[config.mk]
export PLATFORM = sky130hd
export DESIGN_NAME = referee_merge
export DESIGN_NICKNAME = d
export VERILOG_FILES = /design/src/rtl/referee_merge_pkg.sv /design/src/rtl/referee_merge_rr_arbiter_4.sv /design/src/rtl/referee_merge.sv
export SDC_FILE = /design/constraint.sdc
export NUM_CORES = 1
export LEC_CHECK = 0
export CORE_MARGIN = 4
export CORE_UTILIZATION = 35
export DETAILED_ROUTE_END_ITERATION = 16
export PLACE_DENSITY = 0.81
export SYNTH_ARGS = -nofsm -noshare
export SYNTH_HDL_FRONTEND = slang
export SYNTH_SLANG_ARGS = --single-unit
[constraint.sdc]
create_clock -name clk -period 1.59 [get_ports clk]
set_input_delay 0.3975 -clock clk [delete_from_list [all_inputs] [get_ports clk]]
set_output_delay 0.3975 -clock clk [all_outputs]
set_load 0.02 [all_outputs]
[src/rtl/referee_merge_pkg.sv]
// Shared definitions for the referee merge path.
//   LINE_SIZE   : width of one FIFO word {class[1:0], dest[1:0], data[7:0]}
//   CLASS_BITS  : width of the class field / grant index
//   NUM_CLASSES : number of per-class input FIFOs (only 4 supported)
//   state_t     : merge FSM encoding (IDLE / POP / PUSH)
//   class_slice : selects one class word out of the packed data_in bus
package referee_pkg;

  localparam int LINE_SIZE   = 12;
  localparam int CLASS_BITS  = 2;
  localparam int NUM_CLASSES = 4;

  typedef enum logic [1:0] {
    IDLE = 2'd0,
    POP  = 2'd1,
    PUSH = 2'd2
  } state_t;

  // Constant-index mux so every slice is a fixed part-select.
  function automatic logic [LINE_SIZE-1:0] class_slice(
    input logic [NUM_CLASSES*LINE_SIZE-1:0] bus,
    input logic [CLASS_BITS-1:0]            cls
  );
    logic [LINE_SIZE-1:0] r;
    r = '0;
    for (int i = 0; i < NUM_CLASSES; i++) begin
      if (cls == CLASS_BITS'(i)) r = bus[i*LINE_SIZE +: LINE_SIZE];
    end
    return r;
  endfunction

endpackage

[src/rtl/referee_merge_rr_arbiter_4.sv]
// 4-way arbiter for the referee merge path.
// Build option: REFEREE_MERGE_STRICT_PRIO_EN selects fixed priority
// (class 0 highest); otherwise round-robin starting after the last winner.
// Ports:
//   clk, reset   : clock, asynchronous active-high reset
//   req          : per-class request
//   advance      : a grant is being taken this cycle; move the pointer
//   grant_onehot : one-hot winner (zero when no request)
//   grant_idx    : winner index
//   any_req      : at least one request present
//   last         : round-robin pointer (last winner), reset to 3
module rr_arbiter_4
  import referee_pkg::*;
(
  input  logic                  clk,
  input  logic                  reset,
  input  logic [3:0]            req,
  input  logic                  advance,
  output logic [3:0]            grant_onehot,
  output logic [CLASS_BITS-1:0] grant_idx,
  output logic                  any_req,
  output logic [CLASS_BITS-1:0] last
);

  logic [CLASS_BITS-1:0] cand;
  logic                  found;

  always_comb begin
    any_req   = |req;
    grant_idx = '0;
    cand      = '0;
    found     = 1'b0;
`ifdef REFEREE_MERGE_STRICT_PRIO_EN
    // Lowest index wins; pointer is kept but ignored.
    for (int i = 0; i < 4; i++) begin
      cand = CLASS_BITS'(i);
      if (!found && req[cand]) begin
        grant_idx = cand;
        found     = 1'b1;
      end
    end
`else
    // Search last+1 .. last+4 (mod 4); last itself is checked last.
    for (int k = 1; k <= 4; k++) begin
      cand = last + CLASS_BITS'(k);
      if (!found && req[cand]) begin
        grant_idx = cand;
        found     = 1'b1;
      end
    end
`endif
    grant_onehot = any_req ? (4'b0001 << grant_idx) : 4'b0000;
  end

  always_ff @(posedge clk or posedge reset) begin
    if (reset)        last <= 2'd3;
    else if (advance) last <= grant_idx;
  end

endmodule

[src/rtl/referee_merge.sv]
// referee_merge: drains four per-class FIFOs into one egress FIFO.
// A granted class gets a one-cycle pop; its read data is captured the next
// cycle and pushed unchanged to the egress FIFO. Re-arbitration happens in
// the push cycle, so pop and push of different words may overlap.
// Build option: REFEREE_MERGE_STRICT_PRIO_EN (fixed priority, class 0 first).
// Handshake: pop_signal is a one-hot single-cycle strobe issued only when the
//   class is not almost-empty and the egress is not almost-full; the popped
//   word is valid on data_in the following cycle; push_signal is a
//   single-cycle strobe with data_out valid in that cycle.
// Ports:
//   clk, reset          : clock, asynchronous active-high reset
//   data_in             : class FIFO read data, class i at [i*LINE_SIZE +: LINE_SIZE]
//   almost_empty_signal : per-class almost-empty (1 = not eligible)
//   almost_full_signal  : egress almost-full (blocks new grants)
//   pop_signal          : one-hot pop pulse to the class FIFOs
//   push_signal         : push pulse to the egress FIFO
//   data_out            : word pushed to the egress FIFO
//   grant_class         : class of the most recent grant
//   state_dbg           : current FSM state
module referee_merge
  import referee_pkg::*;
(
  input  logic                             clk,
  input  logic                             reset,
  input  logic [NUM_CLASSES*LINE_SIZE-1:0] data_in,
  input  logic [NUM_CLASSES-1:0]           almost_empty_signal,
  input  logic                             almost_full_signal,
  output logic [NUM_CLASSES-1:0]           pop_signal,
  output logic                             push_signal,
  output logic [LINE_SIZE-1:0]             data_out,
  output logic [CLASS_BITS-1:0]            grant_class,
  output state_t                           state_dbg
);

  state_t                  state, state_nxt;
  logic [NUM_CLASSES-1:0]  pop_nxt;
  logic                    push_nxt;
  logic [LINE_SIZE-1:0]    data_nxt;
  logic [CLASS_BITS-1:0]   grant_nxt;

  logic [NUM_CLASSES-1:0]  req;
  logic [NUM_CLASSES-1:0]  grant_onehot;
  logic [CLASS_BITS-1:0]   grant_idx;
  logic [CLASS_BITS-1:0]   rr_last;
  logic                    any_req;
  logic                    advance;

  assign req       = ~almost_empty_signal & {NUM_CLASSES{~almost_full_signal}};
  assign state_dbg = state;

  rr_arbiter_4 u_arb (
    .clk          (clk),
    .reset        (reset),
    .req          (req),
    .advance      (advance),
    .grant_onehot (grant_onehot),
    .grant_idx    (grant_idx),
    .any_req      (any_req),
    .last         (rr_last)
  );

  always_ff @(posedge clk or posedge reset) begin
    if (reset) begin
      state       <= IDLE;
      pop_signal  <= '0;
      push_signal <= 1'b0;
      data_out    <= '0;
      grant_class <= '0;
    end else begin
      state       <= state_nxt;
      pop_signal  <= pop_nxt;
      push_signal <= push_nxt;
      data_out    <= data_nxt;
      grant_class <= grant_nxt;
    end
  end

  always_comb begin
    state_nxt = state;
    pop_nxt   = '0;
    push_nxt  = 1'b0;
    data_nxt  = data_out;
    grant_nxt = grant_class;
    advance   = 1'b0;
    case (state)
      IDLE: begin
        if (any_req) begin
          pop_nxt   = grant_onehot;
          grant_nxt = grant_idx;
          advance   = 1'b1;
          state_nxt = POP;
        end
      end
      POP: begin
        state_nxt = PUSH;
      end
      PUSH: begin
        // grant_class still names the in-flight word here; the new grant
        // (if any) only lands in grant_class at the end of this cycle.
        data_nxt = class_slice(data_in, grant_class);
        push_nxt = 1'b1;
        if (any_req) begin
          pop_nxt   = grant_onehot;
          grant_nxt = grant_idx;
          advance   = 1'b1;
          state_nxt = POP;
        end else begin
          state_nxt = IDLE;
        end
      end
      default: state_nxt = IDLE;
    endcase
  end

endmodule

==> results of run 1 <==
-- sequential cells by signal, summed over array words and instances, names as in the netlist --
signal	cells
state_dbg	2
grant_class	2
u_arb.last	2
pop_signal	4
push_signal	1
data_out	12
-- power breakdown --
group | switching [W] | internal [W]
combinational | 0.000481 | 0.000622
clock | 0.000151 | 0.0000977
sequential | 0.000102 | 0.000762
-- layer usage --
| layer | routed length [um] | vias up |
|---|---|---|
| li1 | - | 492 |
| met5 | 0 | - |
| met3 | 127 | 2 |
| met4 | 25 | 0 |
| met1 | 1216 | 508 |
| met2 | 2011 | 31 |
-- cells by family (layout without fill, tap and decap cells) --
| group | Yosys count | in the layout |
|---|---|---|
| flops | 23 | 23 |
| simple gates | 22 | 22 |
| compound gates | 10 | 10 |
| buf+inv | 5 | 90 |
| mux | 24 | 24 |
-- synthesized netlist by cell type (all sizes together) --
cell    count
mux2       12
buf         3
or3         2
nor3        2
a21oi       2
and2        2
dfrtp      21
o21ai       4
o311ai      1
nand4       2
inv         2
nor2b       5
mux4       12
dfstp       2
nand2       4
a21o        2
a31o        1
nand2b      1
nor2        3
or2         1
-- final timing paths --
| kind | end | slack (ns) | cells past startpoint |
|---|---|---|---|
| min in group clk | state_dbg[1] | 0.45 | 1 |
| max in group asynchronous | u_arb.last[1] | 0.89 | 3 |
| worst max register to register | data_out[10] | 0.09 | 3 |
| worst min-delay path | data_out[2] | 0.42 | 3 |
| worst min register to register | state_dbg[1] | 0.45 | 1 |
| worst max-delay path | grant_class[0] | 0.08 | 1 |
-- worst reg2reg max path: cells and delay by family (launching register included) --
kind / cells / cell delay, ns
multiplexers: 2 / 0.78
buffers and inverters: 1 / 0.17
flip-flops: 1 / 0.45
-- layout make-up --
type | count | area share [%]
multi-input combinational | 56 | 30.20
timing repair buffer | 84 | 38.07
sequential | 23 | 27.41
inverter | 2 | 0.3552
clock buffer | 4 | 1.243
tap | 46 | 2.724
-- per-stage QoR --
| stage | TNS (ns) | worst slack, ns |
|---|---|---|
| 2_1_floorplan | 0 | 0.03043 |
| 3_3_place_gp | -1.856 | -0.1883 |
| 3_5_place_dp | -2.554 | -0.2692 |
| 4_1_cts | 0 | 0.04654 |
| 5_1_grt | 0 | 0.01311 |
| 6_report | 0 | 0.08111 |
-- cells in the final DEF (no fill, tap or decap), types with 2 or more instances in the layout --
| cell type | instances |
|---|---|
| clkdlybuf4s50_1 | 54 |
| a21o_1 | 2 |
| nand4_1 | 2 |
| clkbuf_4 | 3 |
| dfstp_2 | 2 |
| dlygate4sd2_1 | 21 |
| inv_1 | 2 |
| o21ai_0 | 3 |
| buf_4 | 8 |
| and2_1 | 2 |
| or3_1 | 2 |
| nor2b_1 | 5 |
| mux2_2 | 3 |
| dfrtp_1 | 20 |
| a21oi_1 | 2 |
| mux2_4 | 9 |
| mux4_2 | 9 |
| nand2_1 | 4 |
| nor2_1 | 3 |
| mux4_1 | 3 |
| nor3_1 | 2 |
-- repair_timing --
item                                    in CTS  in global routing
pin swaps                                    0                  0
endpoints found under the setup margin      21                  5
setup buffers                                0                  0
gates cloned                                 0                  0
gates resized for setup                     21                  2
==> metrics.md, run 1 <==
| Metric | Value |
|---|---|
| Status | complete, no violations |
| Yosys cell types | 24 |
| First-pass GRT wire length | between 5 and 6 mm |
| Drt pass-1 iters | 4 |
| Crit path time final | 1.509 ns |
| Cell chain of the critical path | dlygate4sd2_1 |
| Initial Utilization | a little under two fifths |
| Share of the synthesized area in the top cell type | 42.51% |
| DR vias | between 1,000 and 1,500 |
| CTS tree | built |
| Final Hold Viols | 0 |
| RSZ-0062 raised after global routing | false |
| Hold_buf cts | 0 |
| # clock sinks | 23 |
| Cell Area, Synth | 1236 um2 |
| CP startpoint | grant_class[0] |
| Fin util | 62.83% |
| Vias in the first global route | 1,126 |
| Port bufs | 75 |
| DIE WIDTH | between 60 and 70 um |
| CP max stage delay | 0.47 ns |
| R2r startpoint | grant_class[0] |
| Syn nets | roughly 140 |
| Met2 Track Usage GR | between 30% and 40% |
| CP delay by family, top | flip-flops |
| H-tree Lvls | 1 |
| Worst-path clk slew | 0.11 ns |
| Clk Latency, worst-skew pair | around 0.30 ns |
| WHS | 0.4217 ns |
| Die H | just under 70 um |
| Core Box Area | 3363 um2 |
| Worst path required time | 1.19 ns |
| Post-DRT Antenna Nets | 0 |
| CP Buf/Inv Count | 1 |
| Compound-cell area share of the yosys netlist | about 5% |
| Longest Clk Path Bufs | 2 |
| Final WL | 3.380 mm |
| Syn Area/Cell | 14.72 um2 |
| Synth warnings | 0 |
| Cell Count, Final, Fillers Out | 215 |
| Drt initial violations | 40 |
| # diodes | 0 |
| Antenna violations before repair | 0 |
| Min-delay worst type | in2async |
| Max-cap violations | 0 |
| Die Footprint | 4547 um2 |
| Placer Congestion | 0.8136 |
| Fmax | about 0.66 GHz |
| Setup Crit Path Kind | reg2out |
| Arr. time, crit path | 1.11 ns |
| GR Overflow Total | 0 |
| Largest net degree at the start of global routing | 24 |
| Cells after DPL | 211 |
| Final Power | 0.002216 W |
| Pleak | 0.9294 nW |
| Root Buffer | clkbuf_4 |
| Yosys reg bits | 23 |
| Synth area leaders | dfrtp_1 43%, mux4_2 16%, mux2_4 11% |
| Area occupied by multi-input gates | 638.1 um2 |
| GR Util met3 | 2.995% |
| Seq/Total Area, Yosys | 46.76% |
| Tcrit/Tclk final | a little over nine tenths |
| GRT busiest layer | met2 |
| Wire per inst | ~16 um |
| GR Layer Usage met1 | 17.85% |
| Core Rows | 21 |
| Final setup fails | 0 |
| Area after DPL | between 2000 and 2500 um2 |
| Post-route cell area | between 2000 and 2500 um2 |
| # fillers | around 290 |
| Slew Limit Fails | 0 |
| Adder-Cell Fraction of Synth Area | 0% |
| Share of cells above drive strength 1 | roughly 23% |
| Xor/xnor share of the synthesized area | 0% |
| Mapped Cells | 84 |
| NumNets Final | 225 |
| Register area | ~580 um2 |
| Largest family of logic cells by synthesized area | multiplexers |
| Slowest stage cell, crit path | dfrtp_2 |
| IO Count | 76 |
| Worst Skew | 0.004964 ns |
| Post-synthesis simple-gate area fraction | 9.514% |
| Slew @ Worst Pin | between 0.2 and 0.3 ns |
| Worst Path Max Fanout | 5 |
| DR vias/cell | ~4.8 |
| Yosys top cell by area | dfrtp_1 |
| Num CTS Buffers | 3 |
| PwrDens | 1049 nW/um2 |
| Maximum vdd ir drop | 0.6861 mV |
| Startpoint class of the critical path | flop |
| Hpwl dp | 2.896 mm |
| Residual DRC count | 0 |
| CP endpoint kind | output pin |
| Multiplexer area fraction after synthesis | 36.44% |
| Slew HR | 81.45% |
| Area grow syn2layout | 70.95% |
| Gr usage total | between 15 and 20% |
(Power assumes the default switching activity.)
==> run 2, diff against run 1 <==
--- a/config.mk
+++ b/config.mk
@@ -6,9 +6,9 @@
 export NUM_CORES = 1
 export LEC_CHECK = 0
 export CORE_MARGIN = 4
-export CORE_UTILIZATION = 35
+export CORE_UTILIZATION = 37
 export DETAILED_ROUTE_END_ITERATION = 16
-export PLACE_DENSITY = 0.81
+export PLACE_DENSITY = 0.84
 export SYNTH_ARGS = -nofsm -noshare
 export SYNTH_HDL_FRONTEND = slang
 export SYNTH_SLANG_ARGS = --single-unit
==> run 2 against run 1 <==
  * Critical path depth up 2
  * Die area is 4.8% lower
  * Total power increased by 2.3%
  * Register-to-register slack worse by 0.07 ns
  * Utilization increased by 5.1 points
  * Largest cell class unchanged
==> metrics.md, run 2 (synthesized netlist as in run 1, its figures left out) <==
| Metric | Value |
|---|---|
| Antenna violations before repair | 0 |
| First-pass GRT wire length | 6.161 mm |
| Largest Register | data_out |
| Core Box Area | roughly 3100 um2 |
| Fin util | 67.92% |
| NumNets Final | 228 |
| H-tree Lvls | 1 |
| CP endpoint kind | flop |
| Longest Clk Path Bufs | 2 |
| Placer Congestion | 0.8417 |
| Vias in the first global route | around 1,200 |
| Die Footprint | 4330 um2 |
| Max FFs per register | 12 |
| Final WL | 4.095 mm |
| Slew HR | 79.63% |
| CTS tree | built |
| Largest net degree at the start of global routing | 24 |
| GR Overflow Total | 0 |
| Tcrit/Tclk final | slightly below 100% |
| Core Rows | 20 |
| Die H | 65.80 um |
| Final setup fails | 0 |
| Drt pass-1 iters | 4 |
| Slew Limit Fails | 0 |
| Gr usage total | 19.17% |
| Drt initial violations | 40 |
| Cell Count, Final, Fillers Out | 216 |
| Worst Skew | roughly 0.020 ns |
| Final Hold Viols | 0 |
| Cells after DPL | 212 |
| Status | complete, no violations |
| PwrDens | 1067 nW/um2 |
| DR vias | 1,077 |
| Hpwl dp | roughly 3.4 mm |
| Post-DRT Antenna Nets | 0 |
| Post-cts resize count | 21 |
| # fillers | approximately 250 |
| Hold_buf cts | 0 |
| Slew @ Worst Pin | 0.3051 ns |
| Min-delay worst type | in2async |
| Area grow syn2layout | 71.86% |
| Residual DRC count | 0 |
| Clk Latency, worst-skew pair | 0.31 ns |
| Most frequent cells in the layout | 54 x clkdlybuf4s50_1, 20 x dfrtp_1, 20 x dlygate4sd2_1 |
| Startpoint class of the critical path | flop |
| Commonest non-fill, non-tap cell in the layout | clkdlybuf4s50_1 |
| Setup_tns | 0 ns |
| Pleak | 0.9419 nW |
| DR vias/cell | 4.986 |
| Worst Path Max Fanout | 8 |
| # clock sinks | 23 |
| Fmax | 0.6383 GHz |
| Largest regs | data_out x12, pop_signal x4 |
| Wire per inst | roughly 19 um |
| DIE WIDTH | approximately 66 um |
| Num CTS Buffers | 3 |
| Root Buffer | clkbuf_4 |
| Crit path time final | 1.567 ns |
| Maximum vdd ir drop | 0.5787 mV |
| Worst path required time | about 1.8 ns |
| Worst-path clk slew | 0.13 ns |
| # diodes | 0 |
| Arr. time, crit path | 1.78 ns |
| Post-Place Setup Slack | -0.2238 ns |
| Crit path setup slack, layout | 0.02322 ns |
| WHS | roughly 0.41 ns |
| Share of cells above drive strength 1 | 26.16% |
| Port bufs | 75 |
| Setup Crit Path Kind | reg2reg |
| IO Count | 76 |
| Max-cap violations | 0 |
| Post-CTS Setup Repair Bufs | 0 |
| Initial Utilization | between 30% and 40% |
| RSZ-0062 raised after global routing | true |
-- run 2: final timing paths --
check	from	endpoint	slack, ns	depth (start not counted)
min in group clk	state_dbg[1]	state_dbg[1]	0.46	1
max in group asynchronous	reset	u_arb.last[1]	0.88	3
hold reg to reg	state_dbg[1]	state_dbg[1]	0.46	1
hold / removal	reset	data_out[6]	0.41	3
setup / recovery	grant_class[0]	data_out[7]	0.02	3
setup reg to reg	grant_class[0]	data_out[7]	0.02	3
-- run 2: metrics by stage --
| step | cell area (um2) | total power, W |
|---|---|---|
| 3_5_place_dp | 2113 | 0.002139 |
| 4_1_cts | 2115 | 0.002280 |
| 6_report | 2125 | 0.002266 |
| 3_3_place_gp | 2113 | 0.002095 |
| 5_1_grt | 2125 | 0.002389 |
| 2_1_floorplan | 1237 | 0.001511 |
-- run 2: final cells by class --
class	count	area, um2	share of cell area (%)
clock buffer	3	22.52	1.060
timing repair buffer	87	814.5	38.34
tap	44	55.05	2.591
sequential	23	579.3	27.27
clock inverter	1	5.005	0.2356
multi-input combinational	56	640.6	30.15
inverter	2	7.507	0.3534
-- run 2: worst max-delay path, cell delays in order (launching register included) --
cell and delay, ns:
dfrtp_2 0.51, buf_4 0.17, mux4_2 0.51, mux2_4 0.27
-- run 2: power by group --
group,switching [W],internal (W),total (W)
combinational,0.000505,0.000630,0.00114
sequential,0.000112,0.000762,0.000874
clock,0.000163,0.0000937,0.000257
total,0.000780,0.00149,0.00227
-- run 2: routing by layer --
| layer | vias up | track usage [%] | part of all wire [%] |
|---|---|---|---|
| li1 | 501 | - | - |
| met1 | 515 | 19.69 | 36 |
| met2 | 53 | 35.04 | 52 |
| met3 | 8 | 6.463 | 8.5 |
| met4 | 0 | 8.031 | 3.4 |
| met5 | - | 0 | 0 |
==> run 3, diff against run 2 <==
--- a/config.mk
+++ b/config.mk
@@ -9,6 +9,7 @@
 export CORE_UTILIZATION = 37
 export DETAILED_ROUTE_END_ITERATION = 16
 export PLACE_DENSITY = 0.84
+export REMOVE_ABC_BUFFERS = 1
 export SYNTH_ARGS = -nofsm -noshare
 export SYNTH_HDL_FRONTEND = slang
 export SYNTH_SLANG_ARGS = --single-unit
==> run 3 against run 2 <==
  * Maximum frequency is 0.84% higher
  * Cell area shrank 1.8%
  * Largest cell class unchanged
  * Critical path depth is the same
==> metrics.md, run 3 (synthesized netlist as in run 1, its figures left out) <==
| Metric | Value |
|---|---|
| Area after DPL | 2074 um2 |
| Final setup fails | 0 |
| Post-CTS Setup Repair Bufs | 0 |
| Antenna violations before repair | 0 |
| # diodes | 0 |
| Initial Utilization | 39.52% |
| First-pass GRT wire length | 5.616 mm |
| CP delay by family, top | multiplexers |
| RSZ-0062 raised after global routing | true |
| Drt initial violations | 55 |
| Die Footprint | 4330 um2 |
| Fmax | 0.6436 GHz |
| Most frequent cells in the layout | 54 x clkdlybuf4s50_1, 21 x dfrtp_1, 21 x dlygate4sd2_1 |
| DIE WIDTH | between 60 and 70 um |
| Die H | 65.80 um |
| CP endpoint kind | flop |
| Cell chain of the critical path | buf_4 > mux4_2 > mux2_4 |
| Longest Clk Path Bufs | 2 |
| Gr usage total | 17.79% |
| IO Count | 76 |
| Met3 wire length | 411 um |
| CP max stage delay | 0.55 ns |
| DR vias/cell | 5.005 |
| Pleak | 0.9194 nW |
| Largest regs | data_out x12, pop_signal x4 |
| CP Buf/Inv Count | 1 |
| Final Hold Viols | 0 |
| Clk Latency, worst-skew pair | about 0.3 ns |
| Slowest stage cell, crit path | mux4_2 |
| Hpwl dp | 3.060 mm |
| Worst Path Max Fanout | 8 |
| Core Box Area | between 3000 and 4000 um2 |
| Area grow syn2layout | 68.72% |
| Max-cap violations | 0 |
| WHS | 0.4133 ns |
| Top layer in use | met4 |
| Hold_buf cts | 0 |
| Drt pass-1 iters | 4 |
| H-tree Lvls | 1 |
| Worst Skew | roughly 0.0015 ns |
| DR WL met2 | roughly 1.8 mm |
| Wire per inst | 17.76 um |
| Largest net degree at the start of global routing | 24 |
| Commonest non-fill, non-tap cell in the layout | clkdlybuf4s50_1 |
| Share of cells above drive strength 1 | 22.75% |
| # fillers | 242 |
| # clock sinks | 23 |
| Final Power | 0.002227 W |
| Final WL | 3.747 mm |
| Post-DRT Antenna Nets | 0 |
| Slew Limit Fails | 0 |
| Routed length on met1 | 1.438 mm |
| Fin util | 66.68% |
| Setup_tns | 0 ns |
| Placer Congestion | 0.7392 |
| Max FFs per register | 12 |
| Min-delay worst type | in2async |
| Arr. time, crit path | 1.76 ns |
| Worst path required time | 1.79 ns |
| Core Rows | 20 |
| Slew HR | between 70% and 80% |
| Post-route cell area | 2086 um2 |
| Largest Register | data_out |
| Status | complete, no violations |
| Port bufs | 75 |
| Num CTS Buffers | 3 |
| Residual DRC count | 0 |
| NumNets Final | 223 |
| Root Buffer | clkbuf_4 |
| PwrDens | roughly 1100 nW/um2 |
| GR Overflow Total | 0 |
| CTS tree | built |
| Slew @ Worst Pin | roughly 0.32 ns |
| Startpoint class of the critical path | flop |
| Crit path time final | 1.554 ns |
| Tcrit/Tclk final | 97.72% |
| Worst-path clk slew | 0.12 ns |
| Maximum vdd ir drop | 0.4193 mV |
| DR vias | 1,056 |
| Setup Crit Path Kind | reg2reg |
| Vias in the first global route | ~1,100 |
-- run 3: cell types whose count changed in the layout (fill, tap and decap cells not counted), sizes merged --
cell and change:
buf -5, clkbuf -1, dlygate4sd2 +1
-- run 3: layer usage --
metal  vias to the layer above  track usage, %
li1                        494               -
met4                         0           5.440
met3                         6           6.463
met1                       498           19.25
met2                        58           32.04
met5                         -               0
-- run 3: through the flow --
step	worst slack [ns]	std cells
2_1_floorplan	-0.2770	81
3_3_place_gp	-0.2152	207
3_5_place_dp	-0.3055	207
4_1_cts	0.02718	211
5_1_grt	-0.02636	211
6_report	0.03620	211
-- run 3: path summary, 6_finish.rpt --
check / start / endpoint / slack [ns] / cells after the start
worst min register to register: state_dbg[1] / state_dbg[1] / 0.46 / 1
worst max-delay path: grant_class[0] / data_out[5] / 0.04 / 3
worst max register to register: grant_class[0] / data_out[5] / 0.04 / 3
min in group clk: state_dbg[1] / state_dbg[1] / 0.46 / 1
worst min-delay path: reset / data_out[5] / 0.41 / 3
max in group asynchronous: reset / u_arb.last[1] / 0.91 / 3
-- run 3: worst register-to-register path, stage by stage (launching register included) --
cell and delay, ns:
dfrtp_1 0.41, buf_4 0.22, mux4_2 0.55, mux2_4 0.27
-- run 3: final cells by class --
class	count	area [um2]	area share, %
Clock buffer	3	22.52	1.080
Sequential cell	23	578.1	27.71
Inverter	2	7.507	0.3599
Multi-Input combinational cell	56	640.6	30.71
Timing Repair Buffer	82	777.0	37.25
Clock inverter	1	5.005	0.2400
Tap cell	44	55.05	2.639
-- run 3: power by group --
group	internal, W	total, W	switching (W)
clock	0.0000938	0.000260	0.000166
combinational	0.000610	0.00112	0.000507
sequential	0.000760	0.000850	0.0000899
total	0.00146	0.00223	0.000763
-- run 3: timing repair --
action / CTS / global route
pin swaps: 0 / 0
gates resized for setup: 21 / 2
endpoints found under the setup margin: 21 / 10
